[src/rtl/mips_run_ctrl_if.sv]
// Run-control bus between the MIPS test harness and mips_run_ctrl.
// The harness side drives start/pc/halt_addr; the controller drives status.
interface mips_run_ctrl_if #(
    parameter int PC_WIDTH  = 32,
    parameter int CNT_WIDTH = 16
);
    logic                 start;
    logic [PC_WIDTH-1:0]  pc;
    logic [PC_WIDTH-1:0]  halt_addr;
    logic                 dut_reset;
    logic                 running;
    logic                 done;
    logic                 pass;
    logic                 stalled;
    logic                 timeout;
    logic [CNT_WIDTH-1:0] cycle_count;

    modport master (
        output start, pc, halt_addr,
        input  dut_reset, running, done, pass, stalled, timeout, cycle_count
    );

    modport slave (
        input  start, pc, halt_addr,
        output dut_reset, running, done, pass, stalled, timeout, cycle_count
    );
endinterface

[src/rtl/mips_run_ctrl.sv]
// Deterministic run controller for the single-cycle MIPS harness: holds the DUT
// in reset, runs it, and ends on halt-address match, PC stall or timeout.
module mips_run_ctrl #(
    parameter int PC_WIDTH       = 32,
    parameter int CNT_WIDTH      = 16,
    parameter int RESET_CYCLES   = 4,
    parameter int TIMEOUT_CYCLES = 1000,
    parameter int HALT_REPEAT    = 3
) (
    input  logic            clk,
    input  logic            reset,
    mips_run_ctrl_if.slave  bus
);
    localparam int RW = (RESET_CYCLES > 1) ? $clog2(RESET_CYCLES) : 1;
    localparam int SW = (HALT_REPEAT > 1) ? $clog2(HALT_REPEAT) : 1;

    localparam logic [RW-1:0]        RST_LOAD   = RW'(RESET_CYCLES - 1);
    localparam logic [SW-1:0]        STALL_LAST = SW'(HALT_REPEAT - 1);
    localparam logic [CNT_WIDTH-1:0] TO_LAST    = CNT_WIDTH'(TIMEOUT_CYCLES - 1);

    typedef enum logic [1:0] {
        IDLE,
        RST_DUT,
        RUN,
        DONE
    } state_t;

    state_t               state, state_nx;

    logic [RW-1:0]        rst_cnt, rst_cnt_d;
    logic [SW-1:0]        stall_cnt, stall_cnt_d;
    logic                 valid, valid_d;
    logic [PC_WIDTH-1:0]  pc_prev, pc_prev_d;
    logic [CNT_WIDTH-1:0] cnt, cnt_d;
    logic                 dut_reset_q, running_q, done_q;
    logic                 dut_reset_d, running_d, done_d;
    logic                 pass_q, stalled_q, timeout_q;
    logic                 pass_d, stalled_d, timeout_d;

    logic pc_match, halt_hit, stall_hit, time_hit, run_end;

    assign pc_match  = valid && (bus.pc == pc_prev);
    assign halt_hit  = (bus.pc == bus.halt_addr);
    assign stall_hit = pc_match && (stall_cnt == STALL_LAST);
    assign time_hit  = (cnt == TO_LAST);
    assign run_end   = halt_hit || stall_hit || time_hit;

    always_ff @(posedge clk) begin
        if (!reset) begin
            state       <= IDLE;
            rst_cnt     <= '0;
            stall_cnt   <= '0;
            valid       <= 1'b0;
            pc_prev     <= '0;
            cnt         <= '0;
            dut_reset_q <= 1'b1;
            running_q   <= 1'b0;
            done_q      <= 1'b0;
            pass_q      <= 1'b0;
            stalled_q   <= 1'b0;
            timeout_q   <= 1'b0;
        end else begin
            state       <= state_nx;
            rst_cnt     <= rst_cnt_d;
            stall_cnt   <= stall_cnt_d;
            valid       <= valid_d;
            pc_prev     <= pc_prev_d;
            cnt         <= cnt_d;
            dut_reset_q <= dut_reset_d;
            running_q   <= running_d;
            done_q      <= done_d;
            pass_q      <= pass_d;
            stalled_q   <= stalled_d;
            timeout_q   <= timeout_d;
        end
    end

    always_comb begin
        state_nx = state;
        unique case (state)
            IDLE:    if (bus.start)       state_nx = RST_DUT;
            RST_DUT: if (rst_cnt == '0)   state_nx = RUN;
            RUN:     if (run_end)         state_nx = DONE;
            DONE:    if (bus.start)       state_nx = RST_DUT;
            default:                      state_nx = IDLE;
        endcase
    end

    // Status outputs are decoded from the next state so they land in flops
    // on the same edge as the transition that sets them.
    always_comb begin
        rst_cnt_d   = rst_cnt;
        stall_cnt_d = stall_cnt;
        valid_d     = valid;
        pc_prev_d   = pc_prev;
        cnt_d       = cnt;
        pass_d      = pass_q;
        stalled_d   = stalled_q;
        timeout_d   = timeout_q;
        dut_reset_d = (state_nx == IDLE) || (state_nx == RST_DUT);
        running_d   = (state_nx == RUN);
        done_d      = (state_nx == DONE);

        unique case (state)
            IDLE, DONE: begin
                if (bus.start) begin
                    rst_cnt_d = RST_LOAD;
                    cnt_d     = '0;
                    pass_d    = 1'b0;
                    stalled_d = 1'b0;
                    timeout_d = 1'b0;
                end
            end
            RST_DUT: begin
                if (rst_cnt != '0) begin
                    rst_cnt_d = rst_cnt - 1'b1;
                end else begin
                    valid_d     = 1'b0;
                    stall_cnt_d = '0;
                end
            end
            RUN: begin
                cnt_d       = cnt + 1'b1;
                pc_prev_d   = bus.pc;
                valid_d     = 1'b1;
                stall_cnt_d = pc_match ? stall_cnt + 1'b1 : '0;
                // First match wins: halt, then stall, then timeout.
                if (halt_hit)       pass_d    = 1'b1;
                else if (stall_hit) stalled_d = 1'b1;
                else if (time_hit)  timeout_d = 1'b1;
            end
            default: ;
        endcase
    end

    assign bus.dut_reset   = dut_reset_q;
    assign bus.running     = running_q;
    assign bus.done        = done_q;
    assign bus.pass        = pass_q;
    assign bus.stalled     = stalled_q;
    assign bus.timeout     = timeout_q;
    assign bus.cycle_count = cnt;
endmodule

[src/flat_wrapper.sv]
// flat-port wrapper written by rule: the top's interface ports become plain ports
module mips_run_ctrl_flat 
#(
    parameter int PC_WIDTH       = 32,
    parameter int CNT_WIDTH      = 16,
    parameter int RESET_CYCLES   = 4,
    parameter int TIMEOUT_CYCLES = 1000,
    parameter int HALT_REPEAT    = 3
)
  (clk, reset, bus_start, bus_pc, bus_halt_addr, bus_dut_reset, bus_running, bus_done, bus_pass, bus_stalled, bus_timeout, bus_cycle_count);
  mips_run_ctrl_if #(.PC_WIDTH(PC_WIDTH), .CNT_WIDTH(CNT_WIDTH)) bus_i ();
  input  logic clk;
  input  logic reset;
  input wire logic [$bits(bus_i.start)-1:0] bus_start;
  input wire logic [$bits(bus_i.pc)-1:0] bus_pc;
  input wire logic [$bits(bus_i.halt_addr)-1:0] bus_halt_addr;
  output wire logic [$bits(bus_i.dut_reset)-1:0] bus_dut_reset;
  output wire logic [$bits(bus_i.running)-1:0] bus_running;
  output wire logic [$bits(bus_i.done)-1:0] bus_done;
  output wire logic [$bits(bus_i.pass)-1:0] bus_pass;
  output wire logic [$bits(bus_i.stalled)-1:0] bus_stalled;
  output wire logic [$bits(bus_i.timeout)-1:0] bus_timeout;
  output wire logic [$bits(bus_i.cycle_count)-1:0] bus_cycle_count;
  assign bus_i.start = bus_start;
  assign bus_i.pc = bus_pc;
  assign bus_i.halt_addr = bus_halt_addr;
  assign bus_dut_reset = bus_i.dut_reset;
  assign bus_running = bus_i.running;
  assign bus_done = bus_i.done;
  assign bus_pass = bus_i.pass;
  assign bus_stalled = bus_i.stalled;
  assign bus_timeout = bus_i.timeout;
  assign bus_cycle_count = bus_i.cycle_count;
  mips_run_ctrl #(.PC_WIDTH(PC_WIDTH), .CNT_WIDTH(CNT_WIDTH), .RESET_CYCLES(RESET_CYCLES), .TIMEOUT_CYCLES(TIMEOUT_CYCLES), .HALT_REPEAT(HALT_REPEAT)) u_core (.clk(clk), .reset(reset), .bus(bus_i));
endmodule
[config.mk]
export PLATFORM = sky130hd
export DESIGN_NAME = mips_run_ctrl_flat
export DESIGN_NICKNAME = d
export VERILOG_FILES = /design/src/rtl/mips_run_ctrl_if.sv /design/src/rtl/mips_run_ctrl.sv /design/src/flat_wrapper.sv
export SDC_FILE = /design/constraint.sdc
export NUM_CORES = 1
export LEC_CHECK = 0
export BUFFER_PORTS_ARGS = -buffer_cell sky130_fd_sc_hd__buf_2
export CAP_MARGIN = 15
export CORE_AREA = 2 2 85 87
export CTS_BUF_LIST = sky130_fd_sc_hd__clkbuf_16
export DETAILED_ROUTE_END_ITERATION = 8
export DIE_AREA = 0 0 87 89
export MAX_ROUTING_LAYER = met4
export PLACE_DENSITY = 0.81
export SLEW_MARGIN = 20
export SYNTH_ARGS = -nofsm -noshare
export SYNTH_HDL_FRONTEND = slang
export SYNTH_SLANG_ARGS = --single-unit
[constraint.sdc]
create_clock -name clk -period 3.5 [get_ports clk]
set_clock_uncertainty 0.05 [all_clocks]
set_input_delay 0.35 -clock clk [delete_from_list [all_inputs] [get_ports clk]]
set_output_delay 0.35 -clock clk [all_outputs]
set_load 0.02 [all_outputs]
==> results of run 1 <==
-- cells by family after synthesis --
kind of cell | after synthesis
multiplexers | 34
XOR/XNOR | 70
AND/OR/NAND/NOR | 119
buffers and inverters | 27
AO/OA/AOI/OAI | 31
adder cells (fa/ha/maj) | 5
flip-flops | 61
-- state kept, by name, indices dropped and copies added (netlist names) --
name                    flops
u_core.bus.running          1
u_core.bus.stalled          1
u_core.rst_cnt              2
u_core.stall_cnt            2
u_core.state                2
u_core.pc_prev             32
u_core.bus.cycle_count     16
u_core.bus.done             1
u_core.bus.timeout          1
u_core.bus.dut_reset        1
u_core.valid                1
u_core.bus.pass             1
-- cell usage in the layout, fill, tap and decap left out, drive strengths merged, types with 2 or more instances in the layout --
cell type	instances
a21boi	3
a21oi	4
a31oi	2
and4	2
buf	89
clkbuf	9
clkinv	6
dfxtp	61
ha	5
inv	16
mux2i	34
nand2	16
nand2b	3
nand3	8
nand4	9
nand4bb	2
nor2	19
nor2b	35
nor3	4
nor4	14
o21ai	8
o21ba	3
o22ai	2
or4	2
xnor2	11
xor2	59
-- per-layer routing --
layer	track usage [%]	up-vias	wire length (um)
met5	-	-	0
li1	-	1369	-
met2	34.4	87	3670
met4	5.11	0	76
met3	7.39	7	480
met1	23.8	1271	3220
-- worst paths after layout --
check	cells past startpoint	end	slack, ns	from
max	7	u_core.bus.cycle_count[12]	1.21	u_core.state[0]
max reg2reg	7	u_core.bus.cycle_count[12]	1.21	u_core.state[0]
min reg2reg	2	u_core.bus.stalled	0.40	u_core.bus.stalled
min	3	u_core.pc_prev[5]	0.29	bus_pc[5]
-- report_power, final --
group	switching, W	internal (W)	total, W
sequential	0.0000676	0.000794	0.000862
clock	0.000296	0.000465	0.000761
combinational	0.000384	0.000305	0.000689
-- metrics by stage --
stage	utilization [%]	setup slack, ns	instances	instance area (um2)	hold WS, ns
final	59.7	1.21	521	4010	0.289
after global routing	59.7	1.04	521	4010	0.298
after CTS	59.7	1.21	521	4010	0.279
after detailed placement	55.8	1.24	505	3750	0.394
after global placement	55.8	1.26	505	3750	0.384
after floorplan	-	1.50	347	3240	0.395
-- synthesized netlist by cell type (5+ instances only) --
master | count | share of area, %
nor2_1 | 19 | 2.2
inv_1 | 16 | 1.9
clkbuf_1 | 10 | 1.2
xor2_1 | 59 | 16
dfxtp_1 | 61 | 38
nand2_1 | 16 | 1.9
nand4_1 | 9 | 1.7
ha_1 | 5 | 1.9
xnor2_1 | 11 | 3.0
nor2b_1 | 35 | 6.8
o21ai_0 | 7 | 1.1
nand3_1 | 8 | 1.2
nor4_1 | 13 | 2.5
mux2i_1 | 34 | 10
-- worst max-delay path: cells and delay by family (launching register included) --
family                   cells  cell delay, ns
adder cells (fa/ha/maj)      1            0.40
flip-flops                   1            0.38
AND/OR/NAND/NOR              3            0.84
multiplexers                 1            0.19
XOR/XNOR                     1            0.19
buffers and inverters        1            0.08
-- cell type report --
type	count	area (um2)	area share, %
multi-input combinational	259	1920	48.0
tap	80	100	2.50
clock inverter	7	32.5	0.811
clock buffer	9	225	5.62
inverter	16	60.1	1.50
sequential	61	1220	30.5
timing repair buffer	89	448	11.2
==> results.yml, run 1 <==
status:
  status: "completed"
timing:
  hold_viol: 0
  fmax_mhz: 437
  layout_min_cycle_time_ns: 2.29
  timing.final.crit_share_pct: 65.3
  setup_viol: 0
  setup-tns-final_ns: 0
  relSlewSlack_pct: 31.2
  report.final.slew_viol_count: 0
  rsz0062_at_grt: "false"
  worst_pin_slew_ns: 1.03
cells_and_area:
  n_antenna_cell: 0
  fillers: 607
  final_net_count: 508
  drive_above_1_share_pct: 24.5
  syn_to_final_growth_pct: 23.6
route:
  drt-initial-drc-count: 92
  wl_per_cell_um: 14.3
  drc: 0
  vias: 2734
  drt-total-wl_mm: 7.45
  ant_nets: 0
  vias_per_cell: 5.25
  dr.pass1.iters: 4
synth:
  synth_top_family_by_area: "simple AND/OR/NAND/NOR gates"
  synth_ff_type: "dfxtp_1"
  synthCells: 347
  synth_area_per_cell_um2: 9.35
  synth-xor-area-share_pct: 18.9
  yosysSeqAreaShare_pct: 37.7
  synthMuxAreaShare_pct: 10.5
  async_flop_share_pct: 0
  synth_fp_nets: 419
  synth-adder-area-share_pct: 1.93
  synth_edf_count: 0
  yosys_register_bits: 61
  ys_warn_count: 0
  ys_types: 43
  syn_area_um2: 3240
  synthSimpleGateAreaFrac_pct: 21.0
  synth_compound_area_share_pct: 6.87
worst_setup_path:
  cp-start-kind: "flop"
  path_max_fanout: 7
  worst-setup-path-type: "flop to flop"
  critPathSlowestCell: "nor3_1"
  max_stage_delay_ns: 0.56
  cp.required_ns: 3.62
  crit_path_end_kind: "flop"
  arrival_ns: 2.40
  crit_chain: "inv_1 -> ha_2 -> mux2i_1 -> nor3_1 -> nand4_1 -> xor2_1 -> nor2_1"
worst_hold_path:
  hp-class: "input pin to flop"
global_routing:
  grt_pass1_vias: 2523
  grt.overflow.total: 0
  grt_usage_pct: 20.6
  grt_max_degree: 44
  grt_pass1_wl_mm: 11.8
  antenna_found_initial: 0
clock_network:
  htreeDepth: 3
  clk_latency_ns: 0.32
  cts_tree: "built"
  path_clk_slew_ns: 0.05
  clock_path_buffers: 2
  cts_buffers: 9
  holdBufCountCts: 0
  cts_num_sinks: 61
  postCtsSetupBuffers: 0
  cts_resized: 0
  ctsRootBufferMaster: "clkbuf_16"
die:
  die_y_um: 89
  fp-row-count: 30
  start_util_pct: 48.3
  dieWidth_um: 87
  core_um2: 6720
  die_area_um2: 7740
  io_pins: 89
flow_run:
  max_cap_violations: 0
placed_design:
  globalplace.congestion: 0.859
  port_buffers: 88
  dp_hpwl_mm: 5.57
power:
  leakage_nw: 1.67
  power_w: 0.00231
  power.density_nw_per_um2: 576
  ir_drop_v: 0.000300
(Power assumes the default switching activity.)
==> run 2, diff against run 1 <==
ABC_AREA = 1   (was unset)
CORE_AREA = 2 2 88 90   (was 2 2 85 87)
DIE_AREA = 0 0 90 92   (was 0 0 87 89)
PLACE_DENSITY = 0.82   (was 0.81)
clock period = 2 ns   (was 3.5 ns; I/O delays follow)
==> run 2 against run 1 <==
Compared with the run above: area after synthesis increased by 5.6%; register-to-register slack worse by 1.1 ns; global-route usage shrank 0.53 points; first-iteration DRC count up 90%; non-clock buffer count grew 9; die area grew 6.9%; via count is 30% higher; critical endpoint is now u_core.bus.cycle_count[15]; largest power group unchanged.
==> results.yml, run 2 <==
worst_setup_path:
  worst-setup-path-type: "flop to flop"
  path_max_fanout: 6
  cp.required_ns: 2.20
  r2r_cells: 15
  r2r_slack_ns: 0.07
  cp-start-kind: "flop"
  timing.rr.end: "u_core.bus.cycle_count[15]"
  r2r_start: "u_core.state[0]"
  arrival_ns: 2.14
  crit_path_end_kind: "flop"
  crit_path_start: "u_core.state[0]"
status:
  status: "completed"
clock_network:
  htreeDepth: 3
  clock_path_buffers: 2
  cts_tree: "built"
  holdBufCountCts: 0
  ctsRootBufferMaster: "clkbuf_16"
  cts_buffers: 9
  clk_latency_ns: 0.32
  cts_num_sinks: 61
  path_clk_slew_ns: 0.05
global_routing:
  grt.overflow.total: 0
  grtUsageMet2_pct: 34.9
  grt_usage_pct: 20.1
  grtUsageMet1_pct: 22.4
  grt_max_degree: 63
  grt_use_met3_pct: 5.59
  antenna_found_initial: 0
  grt_pass1_vias: 3169
  grt_pass1_wl_mm: 13.2
  grt-busiest-layer: "met2"
worst_hold_path:
  hp-class: "input pin to flop"
  holdPathEnd: "u_core.pc_prev[26]"
  hold_start: "bus_pc[26]"
  hold_depth: 3
synth:
  synthCells: 522
  ys_types: 28
  yosys_register_bits: 61
  synthTopCellsByCount: "nand2_1 (119), inv_1 (78), dfxtp_1 (61), nor2_1 (61)"
  synth_top_area_cell: "dfxtp_1"
  synth_fp_nets: 594
  synth_edf_count: 0
  synth_area_per_cell_um2: 6.56
  yosysSeqAreaShare_pct: 35.7
  synth_top_area_share_pct: 35.7
  synth_ff_type: "dfxtp_1"
  synth_area_leaders: "dfxtp_1 (36%), nand2_1 (13%), inv_1 (8.6%)"
  synth.most_common_cell: "nand2_1"
  syn_area_um2: 3420
  async_flop_share_pct: 0
  ys_warn_count: 0
cells_and_area:
  final_net_count: 691
  syn_to_final_growth_pct: 25.4
  drive_above_1_share_pct: 22.1
  stdcell_area_um2: 4290
  mostFrequentLayoutCells: "nand2_1 (119), buf_2 (88), inv_1 (78)"
  largest-register: "u_core.pc_prev"
  mostFrequentLayoutCell: "nand2_1"
  layout.cells.non_filler: 726
  n_antenna_cell: 0
  largest_register_ffs: 32
route:
  drt-total-wl_mm: 8.04
  wl_per_cell_um: 11.1
  vias_per_cell: 4.89
  dr.pass1.iters: 6
  ant_nets: 0
  drc: 0
  drt-initial-drc-count: 175
  vias: 3548
timing:
  rsz0062_at_grt: "true"
  worst_pin_slew_ns: 0.535
  timing.final.crit_share_pct: 96.7
  relSlewSlack_pct: 64.3
  layout_min_cycle_time_ns: 1.93
  report.final.slew_viol_count: 0
  setup_viol: 0
  holdWs_ns: 0.112
  fmax_mhz: 517
  hold_viol: 0
die:
  fp-row-count: 32
  die_area_um2: 8280
  core_um2: 7450
  start_util_pct: 46.0
  dieWidth_um: 90
  io_pins: 89
  die_y_um: 92
power:
  ir_drop_v: 0.000694
  power_w: 0.00473
  leakage_nw: 2.07
  power.density_nw_per_um2: 1100
placed_design:
  dp_hpwl_mm: 6.06
  place_area_um2: 3960
  globalplace.congestion: 0.795
  placed_cells: 704
  port_buffers: 88
flow_run:
  max_cap_violations: 0
[run 2: cell count changes after synthesis, moves of 12 or more]
cell	delta
a21oi_1	+44
inv_1	+62
mux2i_1	-34
nand2_1	+103
nand3_1	+16
nor2_1	+42
nor2b_1	-35
nor4_1	-13
o21ai_0	+41
or2_2	+12
xnor2_1	+16
xor2_1	-59
[run 2: cells by family (layout without fill, tap and decap cells)]
family | Yosys count | count (layout) | share of synthesized area, %
DFF | 61 | 61 | 35.7
and+or+nand+nor | 238 | 238 | 30.0
xor gates and xnor gates | 27 | 27 | 6.91
buffers and inverters | 90 | 192 | 10.3
AOI/OAI and AO/OA | 101 | 101 | 15.3
adders and majority gates | 5 | 5 | 1.83
[run 2: stage by stage]
step	worst slack (ns)	utilization (%)	setup TNS [ns]
after floorplan	0.0904	-	0
after global placement	0.0868	53.2	0
after detailed placement	-0.0522	53.2	-0.0522
after CTS	0.00892	57.1	0
after global routing	-0.0705	57.6	-0.117
final	0.0653	57.6	0
[run 2: layout make-up]
type / instances / area (um2)
Multi-Input combinational cell: 371 / 1870
Fill cell: 729 / 3150
Timing Repair Buffer: 98 / 515
Clock inverter: 7 / 33.8
Inverter: 78 / 293
Clock buffer: 9 / 225
Sequential cell: 61 / 1220
Tap cell: 102 / 128
[run 2: critical path, cell delays in order, from the launching register on]
cell	delay, ns
dfxtp_2	0.33
inv_2	0.05
ha_4	0.24
nand2_4	0.09
o21ai_4	0.10
nor2_4	0.12
nand2_4	0.07
nor2_4	0.12
nand2_2	0.08
nor2_4	0.13
nand2_2	0.06
nor2_2	0.10
nand2_1	0.08
nand2_1	0.06
nand2_1	0.05
nor2_1	0.13
[run 2: per-layer routing]
layer	routed length [um]	share of wire, %
met5	0	0
met4	109	1.4
met3	463	5.8
met2	4010	50
met1	3460	43
[run 2: repair_timing]
action | in CTS | in global routing
buffers inserted | 1 | 5
setup endpoints to repair | 1 | 2
resized for setup | 3 | 4
pin swaps | 1 | 6
gates cloned | 0 | 0
[run 2: how the worst max path moves through the flow]
stage | end | cells after the start
after global placement | u_core.bus.cycle_count[15] | 14
after detailed placement | u_core.bus.cycle_count[15] | 14
final | u_core.bus.cycle_count[15] | 15
after global routing | u_core.bus.cycle_count[15] | 15
after floorplan | u_core.bus.cycle_count[11] | 9
after CTS | u_core.bus.cycle_count[15] | 14
[run 2: where the power goes]
group	total [W]	leakage, nW	switching (W)	internal [W]
clock network	0.00134	0.131	0.000520	0.000815
registers	0.00172	0.496	0.000193	0.00153
logic	0.00167	1.44	0.00101	0.000663
total	0.00473	2.07	0.00172	0.00301
==> run 3, diff against run 2 <==
CORE_AREA = 2 2 87 89   (was 2 2 88 90)
DIE_AREA = 0 0 89 91   (was 0 0 90 92)
PLACE_DENSITY = 0.72   (was 0.82)
clock period = 1.9 ns   (was 2 ns; I/O delays follow)
==> run 3 against run 2 <==
Compared with the run above: largest power group unchanged; via count down 1.4%; critical endpoint unchanged; register-to-register slack lost 0.06 ns; sequential share of layout area fell by 0.28 points; non-clock buffer count up 3.
==> results.yml, run 3 (synthesis gave the netlist of run 2 again) <==
clock_network:
  holdBufCountCts: 0
  path_clk_slew_ns: 0.05
  clock_path_buffers: 2
  htreeDepth: 3
  cts_num_sinks: 61
  cts_tree: "built"
  clk_latency_ns: 0.32
  cts_buffers: 9
  ctsRootBufferMaster: "clkbuf_16"
worst_setup_path:
  path_max_fanout: 4
  worst-setup-path-type: "flop to flop"
  arrival_ns: 2.10
  cp.required_ns: 2.11
  crit_path_end_kind: "flop"
  cp-start-kind: "flop"
timing:
  relSlewSlack_pct: 66.2
  fmax_mhz: 528
  report.final.slew_viol_count: 0
  setup-tns-final_ns: 0
  hold_viol: 0
  setup_viol: 0
  worst_pin_slew_ns: 0.508
  layout_min_cycle_time_ns: 1.89
  rsz0062_at_grt: "true"
  timing.final.crit_share_pct: 99.6
cells_and_area:
  stdcell_area_um2: 4340
  largest_register_ffs: 32
  mostFrequentLayoutCell: "nand2_1"
  largest-register: "u_core.pc_prev"
  syn_to_final_growth_pct: 26.8
  n_antenna_cell: 0
  mostFrequentLayoutCells: "nand2_1 (119), buf_2 (88), inv_1 (78)"
  drive_above_1_share_pct: 23.0
  final_net_count: 694
  layout.cells.non_filler: 726
placed_design:
  globalplace.congestion: 0.789
  port_buffers: 88
  placed_cells: 705
  dp_hpwl_mm: 5.95
  place_area_um2: 3990
global_routing:
  grt.overflow.total: 0
  grt_pass1_wl_mm: 13.5
  grt_max_degree: 61
  grt_pass1_vias: 3283
  grt_usage_pct: 21.4
  antenna_found_initial: 0
die:
  io_pins: 89
  dieWidth_um: 89
  start_util_pct: 48.0
  die_y_um: 91
  core_um2: 7140
  fp-row-count: 31
  die_area_um2: 8100
route:
  drt-total-wl_mm: 8.02
  vias_per_cell: 4.82
  vias: 3498
  drc: 0
  wl_per_cell_um: 11.0
  drt-initial-drc-count: 108
  dr.pass1.iters: 4
  ant_nets: 0
power:
  ir_drop_v: 0.000950
  power.density_nw_per_um2: 1180
  power_w: 0.00512
  leakage_nw: 2.10
worst_hold_path:
  hp-class: "input pin to flop"
flow_run:
  max_cap_violations: 0
status:
  status: "completed"
## run 3: cell type report
type | instances | area (um2)
sequential | 61 | 1230
clock buffer | 9 | 225
fill | 697 | 2800
inverter | 78 | 293
tap | 99 | 124
timing repair buffer | 101 | 538
clock inverter | 7 | 57.6
multi-input combinational | 371 | 1880
## run 3: worst paths after layout
path                                           from                    endpoint  slack [ns]  cells after the start
worst min register to register  u_core.stall_cnt[0]         u_core.stall_cnt[0]        0.42                      2
worst max-delay path                u_core.state[0]  u_core.bus.cycle_count[15]       0.007                     15
worst min-delay path                      bus_pc[8]           u_core.pc_prev[8]         0.1                      3
worst max register to register      u_core.state[0]  u_core.bus.cycle_count[15]       0.007                     15
## run 3: stage by stage
stage / hold WS (ns) / util, % / setup slack, ns
floorplan: 0.275 / - / 0.0262
global placement: 0.387 / 55.9 / 0.0502
detailed placement: 0.409 / 55.9 / -0.0332
CTS: 0.0907 / 60.2 / 0.00677
global route: 0.115 / 60.8 / -0.124
finish: 0.0983 / 60.8 / 0.00701
## run 3: what timing repair did
item,CTS,global route
resized for setup,3,6
endpoints found under the setup margin,1,7
pin swaps,1,8
buffers inserted,1,4
## run 3: where the power goes
| group | leakage [nW] | total (W) | switching [W] | internal (W) |
|---|---|---|---|---|
| registers | 0.497 | 0.00181 | 0.000198 | 0.00161 |
| clock network | 0.148 | 0.00155 | 0.000557 | 0.000994 |
| logic | 1.46 | 0.00176 | 0.00106 | 0.000708 |
## run 3: critical path, cell delays in order, from the launching register on
cell and delay, ns:
dfxtp_2 0.33, inv_2 0.05, ha_4 0.24, nand2_4 0.07, o21ai_4 0.07, nor2_4 0.11, nand2_4 0.07, nor2_4 0.13
nand2_2 0.08, nor2_4 0.13, nand2_2 0.07, nor2_2 0.12, nand2_1 0.07, nand2_1 0.06, nand2_1 0.05, nor2_1 0.11
## run 3: metal layers
layer | wire length (um) | global-route usage, % | up-vias
met1 | 3660 | 25.6 | 1573
met3 | 373 | 4.91 | 10
li1 | - | - | 1849
met4 | 111 | 7.09 | 0
met2 | 3880 | 35.3 | 66
met5 | 0 | - | -
